## src/rtl/pe_pkg.sv

```systemverilog
// Shared types and helpers for the fused-PE partial-sum path.
package pe_pkg;

  localparam int PROD_W_DEF = 15;
  localparam int ACC_W_DEF  = 24;
  localparam int CNT_W_DEF  = 8;
  // Widest accumulator sat_add can serve; operands arrive sign-extended to this width.
  localparam int SUM_MAX_W  = 32;

  typedef enum logic {
    ST_IDLE  = 1'b0,
    ST_ACCUM = 1'b1
  } acc_state_e;

  typedef struct packed {
    logic                 ovf;
    logic [SUM_MAX_W-1:0] sum;
  } sat_sum_t;

  // Adds two w-bit signed values (sign-extended to SUM_MAX_W). Overflow is judged at
  // width w; the result is either clamped or wrapped to w bits and returned sign-extended.
  function automatic sat_sum_t sat_add(input logic signed [SUM_MAX_W-1:0] a,
                                       input logic signed [SUM_MAX_W-1:0] b,
                                       input int                          w,
                                       input logic                        sat_en);
    sat_sum_t                    r;
    logic signed [SUM_MAX_W-1:0] raw;
    logic signed [SUM_MAX_W-1:0] wrapped;
    logic signed [SUM_MAX_W-1:0] max_v;
    logic signed [SUM_MAX_W-1:0] min_v;
    int                          sh;
    raw     = a + b;
    sh      = SUM_MAX_W - w;
    wrapped = (raw <<< sh) >>> sh;
    max_v   = (32'sd1 <<< (w - 1)) - 32'sd1;
    min_v   = ~max_v;
    r.ovf   = (a[w-1] == b[w-1]) && (raw[w-1] != a[w-1]);
    if (r.ovf && sat_en) begin
      r.sum = a[w-1] ? min_v : max_v;
    end else begin
      r.sum = wrapped;
    end
    return r;
  endfunction

endpackage

```

## src/rtl/psum_out_buf.sv

```systemverilog
// One-entry result register with valid/ready; a load in the draining cycle keeps valid high.
module psum_out_buf
  import pe_pkg::*;
#(
  parameter int ACC_W = ACC_W_DEF,
  parameter int CNT_W = CNT_W_DEF
) (
  input  logic             i_clk,
  input  logic             i_rst_n,
  input  logic             i_load,
  input  logic [ACC_W-1:0] i_acc,
  input  logic [CNT_W-1:0] i_beats,
  input  logic             i_ovf,
  input  logic             i_ready,
  output logic             o_valid,
  output logic [ACC_W-1:0] o_acc,
  output logic [CNT_W-1:0] o_beats,
  output logic             o_ovf
);

  logic             valid_q, valid_d;
  logic [ACC_W-1:0] acc_q, acc_d;
  logic [CNT_W-1:0] beats_q, beats_d;
  logic             ovf_q, ovf_d;

  // Load wins over drain; data only changes on a load so it is stable while stalled.
  always_comb begin
    valid_d = valid_q;
    acc_d   = acc_q;
    beats_d = beats_q;
    ovf_d   = ovf_q;
    if (i_load) begin
      valid_d = 1'b1;
      acc_d   = i_acc;
      beats_d = i_beats;
      ovf_d   = i_ovf;
    end else if (valid_q && i_ready) begin
      valid_d = 1'b0;
    end
  end

  // Buffer registers.
  always_ff @(posedge i_clk or negedge i_rst_n) begin
    if (!i_rst_n) begin
      valid_q <= 1'b0;
      acc_q   <= '0;
      beats_q <= '0;
      ovf_q   <= 1'b0;
    end else begin
      valid_q <= valid_d;
      acc_q   <= acc_d;
      beats_q <= beats_d;
      ovf_q   <= ovf_d;
    end
  end

  assign o_valid = valid_q;
  assign o_acc   = acc_q;
  assign o_beats = beats_q;
  assign o_ovf   = ovf_q;

endmodule

```

## src/rtl/fusion_psum_accumulator.sv

```systemverilog
// Accumulates the PE shifted-product stream per group and hands one result per group downstream.
//
//   state    | meaning
//   ---------+-----------------------------------------------------------
//   ST_IDLE  | no group open; next accepted beat starts one
//   ST_ACCUM | group open; beats add into acc until a last beat closes it
module fusion_psum_accumulator
  import pe_pkg::*;
#(
  parameter int PROD_W = PROD_W_DEF,
  parameter int ACC_W  = ACC_W_DEF,
  parameter int CNT_W  = CNT_W_DEF,
  parameter bit SAT_EN = 1'b1
) (
  input  logic              i_clk,
  input  logic              i_rst_n,
  input  logic              i_prod_valid,
  input  logic [PROD_W-1:0] i_prod,
  input  logic              i_first,
  input  logic              i_last,
  output logic              o_prod_ready,
  output logic              o_acc_valid,
  output logic [ACC_W-1:0]  o_acc,
  output logic [CNT_W-1:0]  o_acc_beats,
  output logic              o_acc_ovf,
  input  logic              i_acc_ready,
  output logic              o_frame_err
);

  acc_state_e       state_q, state_d;
  logic [ACC_W-1:0] acc_q, acc_d;
  logic [CNT_W-1:0] cnt_q, cnt_d;
  logic             ovf_q, ovf_d;
  logic             frame_err_q, frame_err_d;
  logic             accept;
  logic             restart;
  logic             buf_load;
  sat_sum_t         add_r;

  // State and datapath registers.
  always_ff @(posedge i_clk or negedge i_rst_n) begin
    if (!i_rst_n) begin
      state_q     <= ST_IDLE;
      acc_q       <= '0;
      cnt_q       <= '0;
      ovf_q       <= 1'b0;
      frame_err_q <= 1'b0;
    end else begin
      state_q     <= state_d;
      acc_q       <= acc_d;
      cnt_q       <= cnt_d;
      ovf_q       <= ovf_d;
      frame_err_q <= frame_err_d;
    end
  end

  // Next state: any accepted beat opens/continues a group unless it is the last.
  always_comb begin
    state_d = state_q;
    if (accept) begin
      state_d = i_last ? ST_IDLE : ST_ACCUM;
    end
  end

  // Handshake, accumulate/restart datapath and framing-error tracking.
  always_comb begin
    // Ready is held low while in reset even though the buffer is already empty.
    o_prod_ready = i_rst_n & (~o_acc_valid | i_acc_ready);
    accept       = i_prod_valid & o_prod_ready;
    // A beat arriving in IDLE always starts a group, flagged or not.
    restart      = (state_q == ST_IDLE) | i_first;
    buf_load     = accept & i_last;
    add_r        = sat_add(SUM_MAX_W'(signed'(acc_q)), SUM_MAX_W'(signed'(i_prod)),
                           ACC_W, SAT_EN);
    acc_d        = acc_q;
    cnt_d        = cnt_q;
    ovf_d        = ovf_q;
    frame_err_d  = frame_err_q;
    if (accept) begin
      if (restart) begin
        acc_d       = ACC_W'(signed'(i_prod));
        cnt_d       = CNT_W'(1);
        ovf_d       = 1'b0;
        // Missing first in IDLE, or a stray first mid-group.
        frame_err_d = frame_err_q | ((state_q == ST_IDLE) ^ i_first);
      end else begin
        acc_d = ACC_W'(add_r.sum);
        cnt_d = (cnt_q == {CNT_W{1'b1}}) ? cnt_q : cnt_q + CNT_W'(1);
        ovf_d = ovf_q | add_r.ovf;
      end
    end
  end

  assign o_frame_err = frame_err_q;

  psum_out_buf #(
    .ACC_W (ACC_W),
    .CNT_W (CNT_W)
  ) u_out_buf (
    .i_clk   (i_clk),
    .i_rst_n (i_rst_n),
    .i_load  (buf_load),
    .i_acc   (acc_d),
    .i_beats (cnt_d),
    .i_ovf   (ovf_d),
    .i_ready (i_acc_ready),
    .o_valid (o_acc_valid),
    .o_acc   (o_acc),
    .o_beats (o_acc_beats),
    .o_ovf   (o_acc_ovf)
  );

endmodule

```

## config.mk

```make
export PLATFORM = sky130hd
export DESIGN_NAME = fusion_psum_accumulator
export DESIGN_NICKNAME = d
export VERILOG_FILES = /design/src/rtl/pe_pkg.sv /design/src/rtl/psum_out_buf.sv /design/src/rtl/fusion_psum_accumulator.sv
export SDC_FILE = /design/constraint.sdc
export NUM_CORES = 1
export LEC_CHECK = 0
export BUFFER_PORTS_ARGS = -buffer_cell sky130_fd_sc_hd__buf_2
export CAP_MARGIN = 30
export CORE_UTILIZATION = 50
export CTS_CLUSTER_DIAMETER = 40
export DETAILED_ROUTE_END_ITERATION = 16
export PLACE_DENSITY = 0.71
export SYNTH_ARGS = -nofsm -noshare
export SYNTH_HDL_FRONTEND = slang
export SYNTH_HIERARCHICAL = 1
export SYNTH_SLANG_ARGS = --single-unit
```

## constraint.sdc

```tcl
create_clock -name i_clk -period 3.18 [get_ports i_clk]
set_clock_uncertainty 0.15 [all_clocks]
set_input_delay 0.636 -clock i_clk [delete_from_list [all_inputs] [get_ports i_clk]]
set_output_delay 0.636 -clock i_clk [all_outputs]
set_load 0.01 [all_outputs]
```

* Word-level counts from Yosys, hierarchy flattened
Cells that the tools add are included.
** Cells by class
- Add/sub/neg operators :: 2
- Equal/unequal tests :: 3
- Multiplexer cells :: 12
- Bitwise operators :: 10
- Reductions and logical operators :: 4
** Operators by type and width (count)
- $mux W24 :: 4
- $add A24 B15 Y24 :: 1
- $mux W8 :: 3
- $add A8 B1 Y8 const B :: 1
- $eq A8 B8 Y1 const B :: 1
- $mux W1 :: 5
- $or A1 B1 Y1 :: 4
- $and A1 B1 Y1 :: 3
- $logic_and A1 B1 Y1 :: 2
- $not A1 Y1 :: 2
- $reduce_and A2 Y1 :: 1
- $reduce_bool A2 Y1 :: 1
- $eq A1 B1 Y1 :: 1
- $ne A1 B1 Y1 :: 1
- $xor A1 B1 Y1 :: 1
** Word-level totals
- Register bits :: 69
- Input bits :: 21
- Output and inout bits :: 36
- Logic and storage cells :: 40

* Depth between registers and ports, before layout
- Word-level depth :: 6
- Mapped depth :: 13
- Mapped depth without buffers :: 13

* Hierarchy
Netlist, hierarchy kept.
** Modules (own cells, without submodules)
- fusion_psum_accumulator :: times used 1, cells an instance 339, area each 2886.5 um2
- psum_out_buf :: times used 1, cells an instance 73, area each 1413.9 um2

* Least setup slack after synthesis
OpenSTA, ideal clock, no wires.
- Kind :: input -> register
- Start point :: in i_prod[0]
- End point :: reg u_out_buf.acc_q[22] (netlist: u_out_buf/o_acc[22])
- Data arrival time :: 3.153 ns
- Required time :: 2.905 ns
- Slack :: -0.248 ns
- Stages :: 13
- Buffers on the path :: 0
- Cell sequence :: ha_1 > inv_1 > fa_1 > nor2b_1 > o2111ai_1 > a21oi_1 > o31a_1 > o21ai_2 > a311oi_1 > a311oi_2 > xnor2_1 > a221o_1 > mux2_2
** Between the ends
- Cells in the longest elaborated chain, start to end :: 6
** Ends and longest elaborated chain
- start, declared :: line fusion_psum_accumulator.sv:18 : input logic [PROD_W-1:0] i_prod,
- $add A24 B15 Y24 * :: line pe_pkg.sv:32 : raw = a + b;
- $ne A1 B1 Y1 :: line pe_pkg.sv:37 : r.ovf = (a[w-1] == b[w-1]) && (raw[w-1] != a[w-1]);
- $logic_and A1 B1 Y1 :: line pe_pkg.sv:37
- $mux W24 * :: line pe_pkg.sv:38 : if (r.ovf && sat_en) begin
- $mux W24 * :: line fusion_psum_accumulator.sv:80 : if (restart) begin
- $mux W24 * :: line fusion_psum_accumulator.sv:79 : if (accept) begin
- named net acc_d[22] :: line fusion_psum_accumulator.sv:31 : logic [ACC_W-1:0] acc_q, acc_d;
- end signal, assigned :: line psum_out_buf.sv:46 : acc_q <= '0;
- end signal, assigned :: line psum_out_buf.sv:51 : acc_q <= acc_d;
- end, declared :: line psum_out_buf.sv:22 : logic [ACC_W-1:0] acc_q, acc_d;
The timed path passes the listed nets; every way through them passes the cells marked *.
A chain may end at the register's enable or synchronous reset.

* Worst setup path after layout
Ends and elaborated chain as after synthesis.

==> metrics.yaml <==
status: "completed"
wl_um: 10860
power_density_mw_per_mm2: 678.0
wire_per_inst_um: 16.95
diodes: 0
layout_commonest_cell: "dfrtp_1"
worstPathCellList: "buf_2 -> ha_4 -> inv_2 -> fa_2 -> nor2b_4 -> o2111ai_2 -> a21oi_2 -> o31a_1 -> o21ai_2 -> a311oi_2 -> a311oi_2 -> xnor2_1 -> a221o_1 -> mux2_4"
cts_buffers: 9
p_leak_nw: 2.625
maxSlewViolCount: 0
yosysWarnings: 6
top_level_ports: 57
rows: 33
initial_core_util_pct: 52.08
die-area_mm2: 0.008976
maxCapViolCount: 0
period_needed_ns: 3.155
ir_drop_v: 0.0003565
finalWorstSetupSlack_ns: 0.02469
htreeDepth: 3
grt_pass1_vias: 3760
antenna_found_initial: 0
dp_hpwl_um: 7383
grt_overflow: 0
synthFlopType: "dfrtp_1"
slowest_delay_ns: 0.36
crit_fanout: 3
post_synth_num_cell_types: 55
dp_slack_ns: -0.4592
cts_sinks: 69
clkTransAtPathRegs_ns: 0.09
fin_tns_setup_ns: 0
drive_gt1_share_pct: 38.25
ys_seq_area_share_pct: 40.15
rsz0062_at_grt: "true"
relSlewSlack_pct: 52.55
drc_errors: 0
hold_buffers: 0
grt_usage_pct: 26.03
syn2layout_area_growth_pct: 26.48
viasPerCell: 5.722
crit_type: "input port to flop"
hold_path.class: "input port to asynchronous set/reset pin"
port_buffers: 56
clkLatencyLatePin_ns: 0.37
cts_root_buffer: "clkbuf_8"
ys_ff_latch: 69
tritoncts: "done"
via_count: 3668
end_kind: "flop"
worst_path_max_delay_cell: "fa_2"
finalHoldViolCount: 0
n_fill_cell: 663
grt_pass1_wl_um: 17850
final_cell_mix: "dfrtp_1 (69), buf_4 (66), buf_2 (56)"
dpl.cell_count: 621
design_area_mm2: 0.005439
start_kind: "input port"
die_h_um: 94.74
final_core_util_pct: 65.86
crit_path_frequent_cell: "a311oi_2"
clockBufferDepth: 2
fin_crit_sh_pct: 99.22
netlist_instances: 412
netlist_area_mm2: 0.004300
syn-num-nets: 459
final_nets: 578
gp_congestion: 0.9266
ant_nets: 0
async_flop_share_pct: 100.0
stdcell_count: 641
avgSynthCellArea_um2: 10.44
synth_edf_count: 0
drt_first_pass_iters: 4
grt_max_degree: 41
coreArea_mm2: 0.008258
die_w_um: 94.74
cp.required_ns: 3.29
max_clock_freq_mhz: 316.9
first_iter_violations: 202
dpl-instance-area_mm2: 0.005146
crit_arrival_ns: 3.27
setup_violations: 0
worstMarginPinSlew_ns: 0.7091
==> where the power goes <==
part	leakage (nW)	total, W	switching (W)	internal [W]
clock	0.0947	0.000721	0.000418	0.000304
sequential	0.854	0.00121	0.000123	0.00108
combinational	1.68	0.00176	0.000857	0.000904
==> repair_timing <==
item	4_1_cts	5_1_grt
buffers inserted	0	4
setup endpoints to repair	5	14
endpoints found under the hold margin	0	0
resized for setup	4	12
gates cloned	0	1
pin swaps	4	5
==> path summary, 6_finish.rpt <==
check                                        start  cells past startpoint                               to  slack, ns
max                                      i_prod[0]                     14  u_out_buf/o_acc[22]$_DFFE_PN0P_       0.02
min                                        i_rst_n                      2  u_out_buf/o_acc[11]$_DFFE_PN0P_       0.20
max reg2reg                     acc_q[0]$_DFF_PN0_                     13  u_out_buf/o_acc[22]$_DFFE_PN0P_       0.03
min reg2reg                o_frame_err$_DFFE_PN0P_                      1          o_frame_err$_DFFE_PN0P_       0.32
max in group asynchronous                  i_rst_n                      3               cnt_q[0]$_DFF_PN0_       1.80
min in group i_clk                          i_last                      2              state_q$_DFFE_PN0P_       0.31
==> state kept, by name, indices dropped and copies added (netlist names) <==
name,flops
acc_q,24
u_out_buf/o_acc,24
cnt_q,8
u_out_buf/o_beats,8
o_frame_err,1
ovf_q,1
state_q,1
u_out_buf/o_ovf,1
u_out_buf/o_valid,1
==> stage by stage <==
step           hold slack [ns]  power [W]
2_1_floorplan           0.1904   0.002278
3_3_place_gp            0.3120   0.002861
3_5_place_dp            0.3025   0.002896
4_1_cts                 0.2010   0.003648
5_1_grt                 0.2162   0.003933
6_report                0.1974   0.003687
==> worst max-delay path: cells and delay by family <==
kind,cells,cell delay [ns]
buffers and inverters,2,0.17
muxes,1,0.26
and+or+nand+nor,1,0.13
AOI/OAI and AO/OA,7,1.41
adders and majority gates,2,0.51
xor gates and xnor gates,1,0.15
==> cell usage after synthesis (3+ instances only) <==
cell / count / share of area, %
nand3_1: 10 / 1.2
a31oi_1: 6 / 0.87
clkbuf_1: 12 / 1.0
a21o_1: 12 / 2.1
nand2_1: 35 / 3.1
nor2_1: 23 / 2.0
a221o_1: 8 / 1.9
mux2_4: 29 / 10
or3_1: 8 / 1.2
a22oi_1: 6 / 1.0
buf_12: 3 / 1.4
nand2b_1: 4 / 0.58
o21ai_0: 36 / 4.2
and2_1: 3 / 0.44
inv_1: 9 / 0.79
a21oi_1: 38 / 4.4
xor2_1: 7 / 1.4
dfrtp_1: 69 / 40
mux2_2: 4 / 1.0
xnor2_1: 11 / 2.2
and3_1: 9 / 1.3
nor2b_1: 4 / 0.58
ha_1: 25 / 7.3
==> final cells by class <==
| cell class | instances | area (um2) | area share, % |
|---|---|---|---|
| well taps | 105 | 131.4 | 2.415 |
| inverters | 9 | 33.78 | 0.6211 |
| flip-flops and latches | 69 | 1727 | 31.75 |
| clock inverters | 7 | 65.06 | 1.196 |
| repair buffers | 124 | 815.8 | 15.00 |
| clock buffers | 9 | 123.9 | 2.277 |
| multi-input cells | 318 | 2542 | 46.74 |
==> routing by layer <==
layer / GRT usage [%] / vias to the layer above / share of wire [%]
li1: - / 1757 / -
met4: 14.65 / 0 / 3.5
met1: 32.99 / 1764 / 44
met5: 0 / - / 0
met2: 41.91 / 116 / 48
met3: 4.589 / 31 / 4.5
==> cell families (layout without fill, tap and decap cells) <==
group / Yosys count / after routing / synth area share, %
buf+inv: 26 / 149 / 3.608
xor+xnor: 18 / 18 / 3.666
mux: 36 / 36 / 12.16
fa+ha+maj: 26 / 26 / 7.739
compound gates: 136 / 137 / 21.62
simple gates: 101 / 101 / 11.06
flops: 69 / 69 / 40.15
No activity file was read; power rests on OpenSTA's default activity.
